--- src/rtl/entrada_pin_if.sv ---
// Keypad-side and controller-side signals of the PIN entry stage.
// The master drives key strobes; the slave (entrada_pin) drives the code outputs.
interface entrada_pin_if;
    logic       Tecla_valida;
    logic [3:0] Tecla;
    logic [7:0] Pin;
    logic       Pin_listo;
    logic       Error;
    logic [1:0] Digitos;

    modport master (
        output Tecla_valida, Tecla,
        input  Pin, Pin_listo, Error, Digitos
    );

    modport slave (
        input  Tecla_valida, Tecla,
        output Pin, Pin_listo, Error, Digitos
    );
endinterface

--- src/rtl/entrada_pin.sv ---
// Two-digit BCD PIN entry: collects keypad digits, handles clear/enter/timeout,
// and presents a completed non-zero code on Pin for exactly one cycle.
module entrada_pin #(
    parameter int TIMEOUT = 100,
    parameter int TW      = 7
) (
    input  logic         Clk,
    input  logic         Reset,
    entrada_pin_if.slave bus
);
    typedef enum logic [1:0] {
        ESPERA      = 2'd0,
        UN_DIGITO   = 2'd1,
        DOS_DIGITOS = 2'd2
    } estado_t;

    localparam logic [3:0]    KEY_BORRAR = 4'hA;
    localparam logic [3:0]    KEY_ENTER  = 4'hB;
    // Expiry is taken on the edge that completes TIMEOUT idle cycles.
    localparam logic [TW-1:0] CNT_LAST   = TW'(TIMEOUT - 1);
    localparam logic [TW-1:0] CNT_MAX    = {TW{1'b1}};

    estado_t       state_q, state_d;
    logic [3:0]    d1_q, d1_d;
    logic [3:0]    d0_q, d0_d;
    logic [TW-1:0] cnt_q, cnt_d;
    logic [7:0]    pin_q, pin_d;
    logic          listo_q, listo_d;
    logic          error_q, error_d;

    logic es_digito;
    assign es_digito = (bus.Tecla <= 4'h9);

    always_ff @(posedge Clk or posedge Reset) begin
        if (Reset) begin
            state_q <= ESPERA;
            d1_q    <= 4'h0;
            d0_q    <= 4'h0;
            cnt_q   <= '0;
            pin_q   <= 8'h00;
            listo_q <= 1'b0;
            error_q <= 1'b0;
        end else begin
            state_q <= state_d;
            d1_q    <= d1_d;
            d0_q    <= d0_d;
            cnt_q   <= cnt_d;
            pin_q   <= pin_d;
            listo_q <= listo_d;
            error_q <= error_d;
        end
    end

    always_comb begin
        state_d = state_q;
        d1_d    = d1_q;
        d0_d    = d0_q;
        cnt_d   = cnt_q;
        pin_d   = 8'h00;
        listo_d = 1'b0;
        error_d = 1'b0;

        if (bus.Tecla_valida) begin
            // Any strobe, even an ignored code, counts as activity.
            cnt_d = '0;
            case (state_q)
                ESPERA: begin
                    if (es_digito) begin
                        d1_d    = bus.Tecla;
                        state_d = UN_DIGITO;
                    end else if (bus.Tecla == KEY_ENTER) begin
                        error_d = 1'b1;
                    end
                end
                UN_DIGITO: begin
                    if (es_digito) begin
                        d0_d    = bus.Tecla;
                        state_d = DOS_DIGITOS;
                    end else if (bus.Tecla == KEY_ENTER) begin
                        error_d = 1'b1;
                        state_d = ESPERA;
                    end else if (bus.Tecla == KEY_BORRAR) begin
                        state_d = ESPERA;
                    end
                end
                DOS_DIGITOS: begin
                    if (es_digito) begin
                        error_d = 1'b1;
                    end else if (bus.Tecla == KEY_BORRAR) begin
                        state_d = ESPERA;
                    end else if (bus.Tecla == KEY_ENTER) begin
                        state_d = ESPERA;
                        // "00" would look like idle downstream, so reject it.
                        if ({d1_q, d0_q} != 8'h00) begin
                            pin_d   = {d1_q, d0_q};
                            listo_d = 1'b1;
                        end else begin
                            error_d = 1'b1;
                        end
                    end
                end
                default: state_d = ESPERA;
            endcase
        end else if (state_q == ESPERA) begin
            cnt_d = '0;
        end else if (cnt_q == CNT_LAST) begin
            state_d = ESPERA;
            cnt_d   = '0;
        end else if (cnt_q != CNT_MAX) begin
            cnt_d = cnt_q + 1'b1;
        end
    end

    always_comb begin
        case (state_q)
            UN_DIGITO:   bus.Digitos = 2'd1;
            DOS_DIGITOS: bus.Digitos = 2'd2;
            default:     bus.Digitos = 2'd0;
        endcase
    end

    assign bus.Pin       = pin_q;
    assign bus.Pin_listo = listo_q;
    assign bus.Error     = error_q;
endmodule

--- src/flat_wrapper.sv ---
// flat-port wrapper written by rule: the top's interface ports become plain ports
module entrada_pin_flat 
#(
    parameter int TIMEOUT = 100,
    parameter int TW      = 7
)
  (Clk, Reset, bus_Tecla_valida, bus_Tecla, bus_Pin, bus_Pin_listo, bus_Error, bus_Digitos);
  entrada_pin_if bus_i ();
  input  logic Clk;
  input  logic Reset;
  input wire logic [$bits(bus_i.Tecla_valida)-1:0] bus_Tecla_valida;
  input wire logic [$bits(bus_i.Tecla)-1:0] bus_Tecla;
  output wire logic [$bits(bus_i.Pin)-1:0] bus_Pin;
  output wire logic [$bits(bus_i.Pin_listo)-1:0] bus_Pin_listo;
  output wire logic [$bits(bus_i.Error)-1:0] bus_Error;
  output wire logic [$bits(bus_i.Digitos)-1:0] bus_Digitos;
  assign bus_i.Tecla_valida = bus_Tecla_valida;
  assign bus_i.Tecla = bus_Tecla;
  assign bus_Pin = bus_i.Pin;
  assign bus_Pin_listo = bus_i.Pin_listo;
  assign bus_Error = bus_i.Error;
  assign bus_Digitos = bus_i.Digitos;
  entrada_pin #(.TIMEOUT(TIMEOUT), .TW(TW)) u_core (.Clk(Clk), .Reset(Reset), .bus(bus_i));
endmodule
--- config.mk ---
export PLATFORM = sky130hd
export DESIGN_NAME = entrada_pin_flat
export DESIGN_NICKNAME = d
export VERILOG_FILES = /design/src/rtl/entrada_pin_if.sv /design/src/rtl/entrada_pin.sv /design/src/flat_wrapper.sv
export SDC_FILE = /design/constraint.sdc
export NUM_CORES = 1
export LEC_CHECK = 0
export BUFFER_PORTS_ARGS = -buffer_cell sky130_fd_sc_hd__buf_2
export CORE_UTILIZATION = 48
export DETAILED_ROUTE_END_ITERATION = 8
export PLACE_DENSITY = 0.81
export SLEW_MARGIN = 10
export SYNTH_ARGS = -nofsm -noshare
export SYNTH_HDL_FRONTEND = slang
export SYNTH_SLANG_ARGS = --single-unit
--- constraint.sdc ---
create_clock -name Clk -period 1.66 [get_ports Clk]
set_clock_uncertainty 0.1 [all_clocks]
set_input_delay 0.166 -clock Clk [delete_from_list [all_inputs] [get_ports Clk]]
set_output_delay 0.166 -clock Clk [all_outputs]
set_load 0.005 [all_outputs]
# Yosys cells after proc, flatten, opt, wreduce, memory -nomap -nowiden
# Index checks and enable logic that the tools add are counted.
[totals]
regBits = 27
inputBits = 7
output_inout_bits = 12
[classes]
add_sub_neg = 1
order_cmp = 1
n_eq_ne = 11
mux = 36
n_reduce_logical = 8
[ops]
columns = ["cell", "n"]
rows = [
  ["$mux W8", 6],
  ["$mux W7", 4],
  ["$mux W2", 10],
  ["$mux W1", 13],
  ["$eq A4 B4 Y1 const B", 2],
  ["$reduce_bool A8 Y1", 1],
  ["$add A7 B1 Y7 const B", 1],
  ["$eq A7 B7 Y1 const B", 1],
  ["$ne A7 B7 Y1 const B", 1],
  ["$pmux W2 S3", 1],
  ["$reduce_and A3 Y1", 2],
  ["$reduce_and A6 Y1", 1],
  ["$ne A5 B2 Y1 const B", 1],
  ["$le A4 B4 Y1 const B", 1],
  ["$ne A4 B2 Y1 const B", 1],
  ["$pmux W2 S2", 1],
  ["$reduce_bool A4 Y1", 1],
  ["$ne A3 B3 Y1 const B", 1],
  ["$eq A2 B1 Y1 const B", 1],
  ["$eq A2 B2 Y1 const B", 1],
  ["$logic_not A2 Y1", 1],
  ["$ne A2 B1 Y1 const B", 1],
  ["$ne A2 B2 Y1 const B", 1],
  ["$pmux W1 S2", 1],
  ["other kinds (2)", 2],
]

# Logic depth before layout (Yosys ltp)
[logic_depth]
depth_word = 7
ltp_mapped = 6
mapped_depth_nobuf = 5

# Least setup slack after synthesis
# Ideal clock, no wire load.
[synth_path]
path_type = "reg2reg"
from = "register u_core.cnt_q[0]"
to = "register u_core.cnt_q[2]"
setup_time_ps = 154
t_arrival_ps = 1307
path_slack_ps = 99
stages_incl_launch_ff = 5
cell_sequence = "dfrtp_1 > ha_1 > nand3_1 > o41ai_1 > nor3_1"
[synth_via]
elab_chain_len = 5
word_cells_on_any_way = 8
cone_classes = "1 x add/sub; 2 x eq/ne; 4 x mux; 1 x reduce/logical"
[synth_rtl]
columns = ["item", "line_no", "rtl"]
rows = [
  ["start: declaration", "entrada_pin.sv:26", "logic [TW-1:0] cnt_q, cnt_d;"],
  ["start signal: assignment", "entrada_pin.sv:47", "cnt_q <= cnt_d;"],
  ["$add A7 B1 Y7", "entrada_pin.sv:110", "cnt_d = cnt_q + 1'b1;"],
  ["$mux W7", "entrada_pin.sv:109", "end else if (cnt_q != CNT_MAX) begin"],
  ["$mux W7", "entrada_pin.sv:106", "end else if (cnt_q == CNT_LAST) begin"],
  ["$mux W7", "entrada_pin.sv:104", "end else if (state_q == ESPERA) begin"],
  ["$mux W7", "entrada_pin.sv:63", "if (bus.Tecla_valida) begin"],
]
# Parallel ways exist; a longest one is shown, timed or not. The select of a mux whose other input is x is not followed.
# A chain may end at the register's enable or synchronous reset.

# Final worst setup path
[layout_path]
from = "register u_core.state_q[0]"
to = "register u_core.d0_q[1]"
[layout_via]
elab_chain_len = 2
[layout_rtl]
columns = ["item", "line_no", "rtl"]
rows = [
  ["start: declaration", "entrada_pin.sv:23", "estado_t state_q, state_d;"],
  ["start signal: assignment", "entrada_pin.sv:44", "state_q <= state_d;"],
  ["$eq A2 B1 Y1", "entrada_pin.sv:66", "case (state_q)"],
  ["$reduce_and A3 Y1 (no source line)", "n/a", ""],
  ["end signal: assignment", "entrada_pin.sv:38", "d0_q <= 4'h0;"],
  ["end signal: assignment", "entrada_pin.sv:46", "d0_q <= d0_d;"],
  ["end: declaration", "entrada_pin.sv:25", "logic [3:0] d0_q, d0_d;"],
]
# Every way passes these cells.

==> flow_summary.json <==
{
  "met2_usage_pct": 32.9,
  "io_pins": 19,
  "crit_path_end_kind": "flip-flop",
  "async_reset_ff_share_pct": 100,
  "rsz0062_at_grt": "false",
  "antenna_left": 0,
  "die-height_um": 51.3,
  "numCtsBuffers": 3,
  "power.switching_uw": 531,
  "post_drt_via_cell_ratio": 5.69,
  "first_pass_iters": 4,
  "synth_area_um2": 1170,
  "ir_worst_vdd_uv": 645,
  "ys_seq_area_share_pct": 57.9,
  "leakagePower_uw": 0.000692,
  "top_usage_layer": "met2",
  "r2r_slack_ns": 0.11,
  "cts_tree": "done",
  "fin_setup_tns_ns": 0,
  "power_density_nw_per_um2": 1220,
  "grt_pass1_wl_um": 3570,
  "met3_usage_pct": 2.68,
  "drv_cap": 0,
  "area_growth_syn_to_layout_pct": 17.9,
  "dieArea_um2": 2630,
  "cts_root_buf": "clkbuf_4",
  "postCtsSetupBuffers": 0,
  "critPathLaunchType": "flip-flop",
  "wl_per_cell_um": 13.7,
  "wirelength_um": 2170,
  "crit_chain": "nor2b_1, and3_1, mux2_2",
  "gr-total-overflow": 0,
  "placedCellCount": 152,
  "setup_viol_count_final": 0,
  "clk_pin_slew_worst_paths_ns": 0.14,
  "p_clk_share_pct": 16.7,
  "run_status": "finished clean",
  "globalRouteMet1Util_pct": 22.3,
  "post-route-period-util_pct": 93.2,
  "start_util_pct": 51.8,
  "worstSetupPathType": "reg -> reg",
  "cp.arrival_ns": 1.68,
  "crit_slowest_cell": "dfrtp_1",
  "instances_no_fill": 158,
  "p_total_uw": 1680,
  "core_area_um2": 2250,
  "seq_power_share_pct": 55.6,
  "fmax_mhz": 646,
  "drv_slew": 0,
  "synth_ff_type": "dfrtp_1",
  "numPortBuffers": 18,
  "ys_ff_latch": 27,
  "diodes": 0,
  "hold_class": "in -> reg",
  "switching_share_pct": 31.6,
  "synthCells": 105,
  "min_period_ns": 1.55,
  "grt.total_usage_pct": 18.8,
  "cell_internal_pwr_uw": 1150,
  "critical_path_required_ns": 1.79,
  "pwr-share-comb_pct": 27.7,
  "grt_pass1_vias": 846,
  "grt_max_degree": 28,
  "cts_sinks": 27,
  "drc": 0,
  "critPathMaxStageDelay_ns": 0.43,
  "dp_hpwl_um": 1610,
  "syn_nets": 113,
  "fp.dieW_um": 51.3,
  "slew_headroom_pct": 78.1,
  "synth_cell_type_count": 30,
  "nNetsFinal": 139,
  "drive_gt1_share_pct": 32.3,
  "synth-edff-count": 0,
  "hold_violations": 0,
  "yosysWarnings": 0,
  "tightestPinTransition_ns": 0.329,
  "rows": 17,
  "syn_avg_cell_area_um2": 11.1,
  "crit_path_max_fanout": 5,
  "antenna_found_initial": 0,
  "clock_latency_ns": 0.32,
  "vias": 899,
  "clockBufferDepth": 2,
  "htreeDepth": 1,
  "drt-initial-drc-count": 24,
  "place.gp.congestion": 0.818,
  "nFillCells": 183
}
[path summary, 6_finish.rpt]
| check | startpoint | end | depth (start not counted) |
|---|---|---|---|
| worst max-delay path | u_core.state_q[0] | u_core.d0_q[1] | 3 |
| worst min-delay path | bus_Tecla[1] | u_core.d0_q[1] | 2 |
| worst max register to register | u_core.state_q[0] | u_core.d0_q[1] | 3 |
| worst min register to register | u_core.d1_q[2] | u_core.bus.Pin[6] | 1 |
| max in group asynchronous | Reset | u_core.cnt_q[1] | 4 |
| min in group asynchronous | Reset | u_core.d0_q[3] | 4 |
[placed cells by master (no fill, tap or decap), types with 2 or more instances in the layout]
cell	n
dfrtp_1	25
buf_2	18
nor2_1	12
and3_1	10
nand2_1	6
mux2_2	6
buf_4	6
nand3_1	5
nor3_1	4
o21ai_0	3
a21oi_1	3
nor2b_1	3
clkbuf_4	3
mux2i_1	2
or4_1	2
nand2b_1	2
a31o_2	2
dlygate4sd3_1	2
dfrtp_2	2
[cell type report]
type	instances	area, um2	share of cell area [%]
clock buffers	4	26.3	1.91
inverters	1	3.75	0.273
multi-input cells	72	478	34.7
flip-flops and latches	27	678	49.3
well taps	28	35.0	2.55
repair buffers	26	155	11.3
[power groups by stage]
| stage | Combinational, uW | Clock (uW) | Sequential, uW |
|---|---|---|---|
| 2_1_floorplan | 316 | 0 | 893 |
| 3_3_place_gp | 434 | 0 | 922 |
| 3_5_place_dp | 452 | 0 | 934 |
| 4_1_cts | 458 | 286 | 919 |
| 5_1_grt | 518 | 305 | 954 |
| 6_report | 464 | 281 | 933 |
[repair_timing]
item,in CTS,in global routing
endpoints found under the setup margin,0,3
gates resized for setup,0,4
hold buffers,2,0
hold endpoints to repair,29,0
[cell families after synthesis]
kind of cell	after synthesis	synth area share, %
simple gates	48	22.0
flops	27	57.9
compound gates	14	8.57
mux	8	7.50
buf+inv	6	2.25
xor+xnor	1	0.750
fa+ha+maj	1	1.07
[sequential cells by signal, indices dropped and copies added, names as in the netlist]
signal                count
u_core.bus.Error          1
u_core.bus.Pin            8
u_core.bus.Pin_listo      1
u_core.cnt_q              7
u_core.d0_q               4
u_core.d1_q               4
u_core.state_q            2
[per-stage QoR]
stage	instance area (um2)	util, %	hold WS [ns]	setup slack, ns
after global placement	1320	58.3	0.129	0.142
final	1380	61.0	0.0164	0.112
after floorplan	1170	-	0.119	0.0992
after detailed placement	1320	58.3	0.147	0.0500
after CTS	1360	60.4	0.0125	0.0272
after global routing	1380	61.0	0.00895	0.0281
[metal layers]
metal	wire length (um)	up-vias
li1	-	425
met1	969	437
met2	1080	30
met3	67	7
met4	53	0
met5	0	-
[critical path: cells and delay by family (launching register included)]
| family | cells | cell delay [ns] |
|---|---|---|
| flip-flops | 1 | 0.43 |
| AND/OR/NAND/NOR | 2 | 0.56 |
| multiplexers | 1 | 0.36 |
[cells in the mapped netlist (2+ instances only)]
library cell	number	area, um2
and3_1	10	62.6
buf_2	2	10.0
mux2_2	6	67.6
nand2b_1	2	12.5
nor3_1	4	20.0
mux2i_1	2	20.0
dfrtp_1	27	676
or4_1	2	15.0
a31o_2	2	17.5
o21ai_0	3	15.0
nor2_1	12	45.0
nand2_1	6	22.5
nor2b_1	3	18.8
clkbuf_1	2	7.51
nand3_1	5	25.0
a21oi_1	3	15.0
Power figures use the tool's default switching activity.
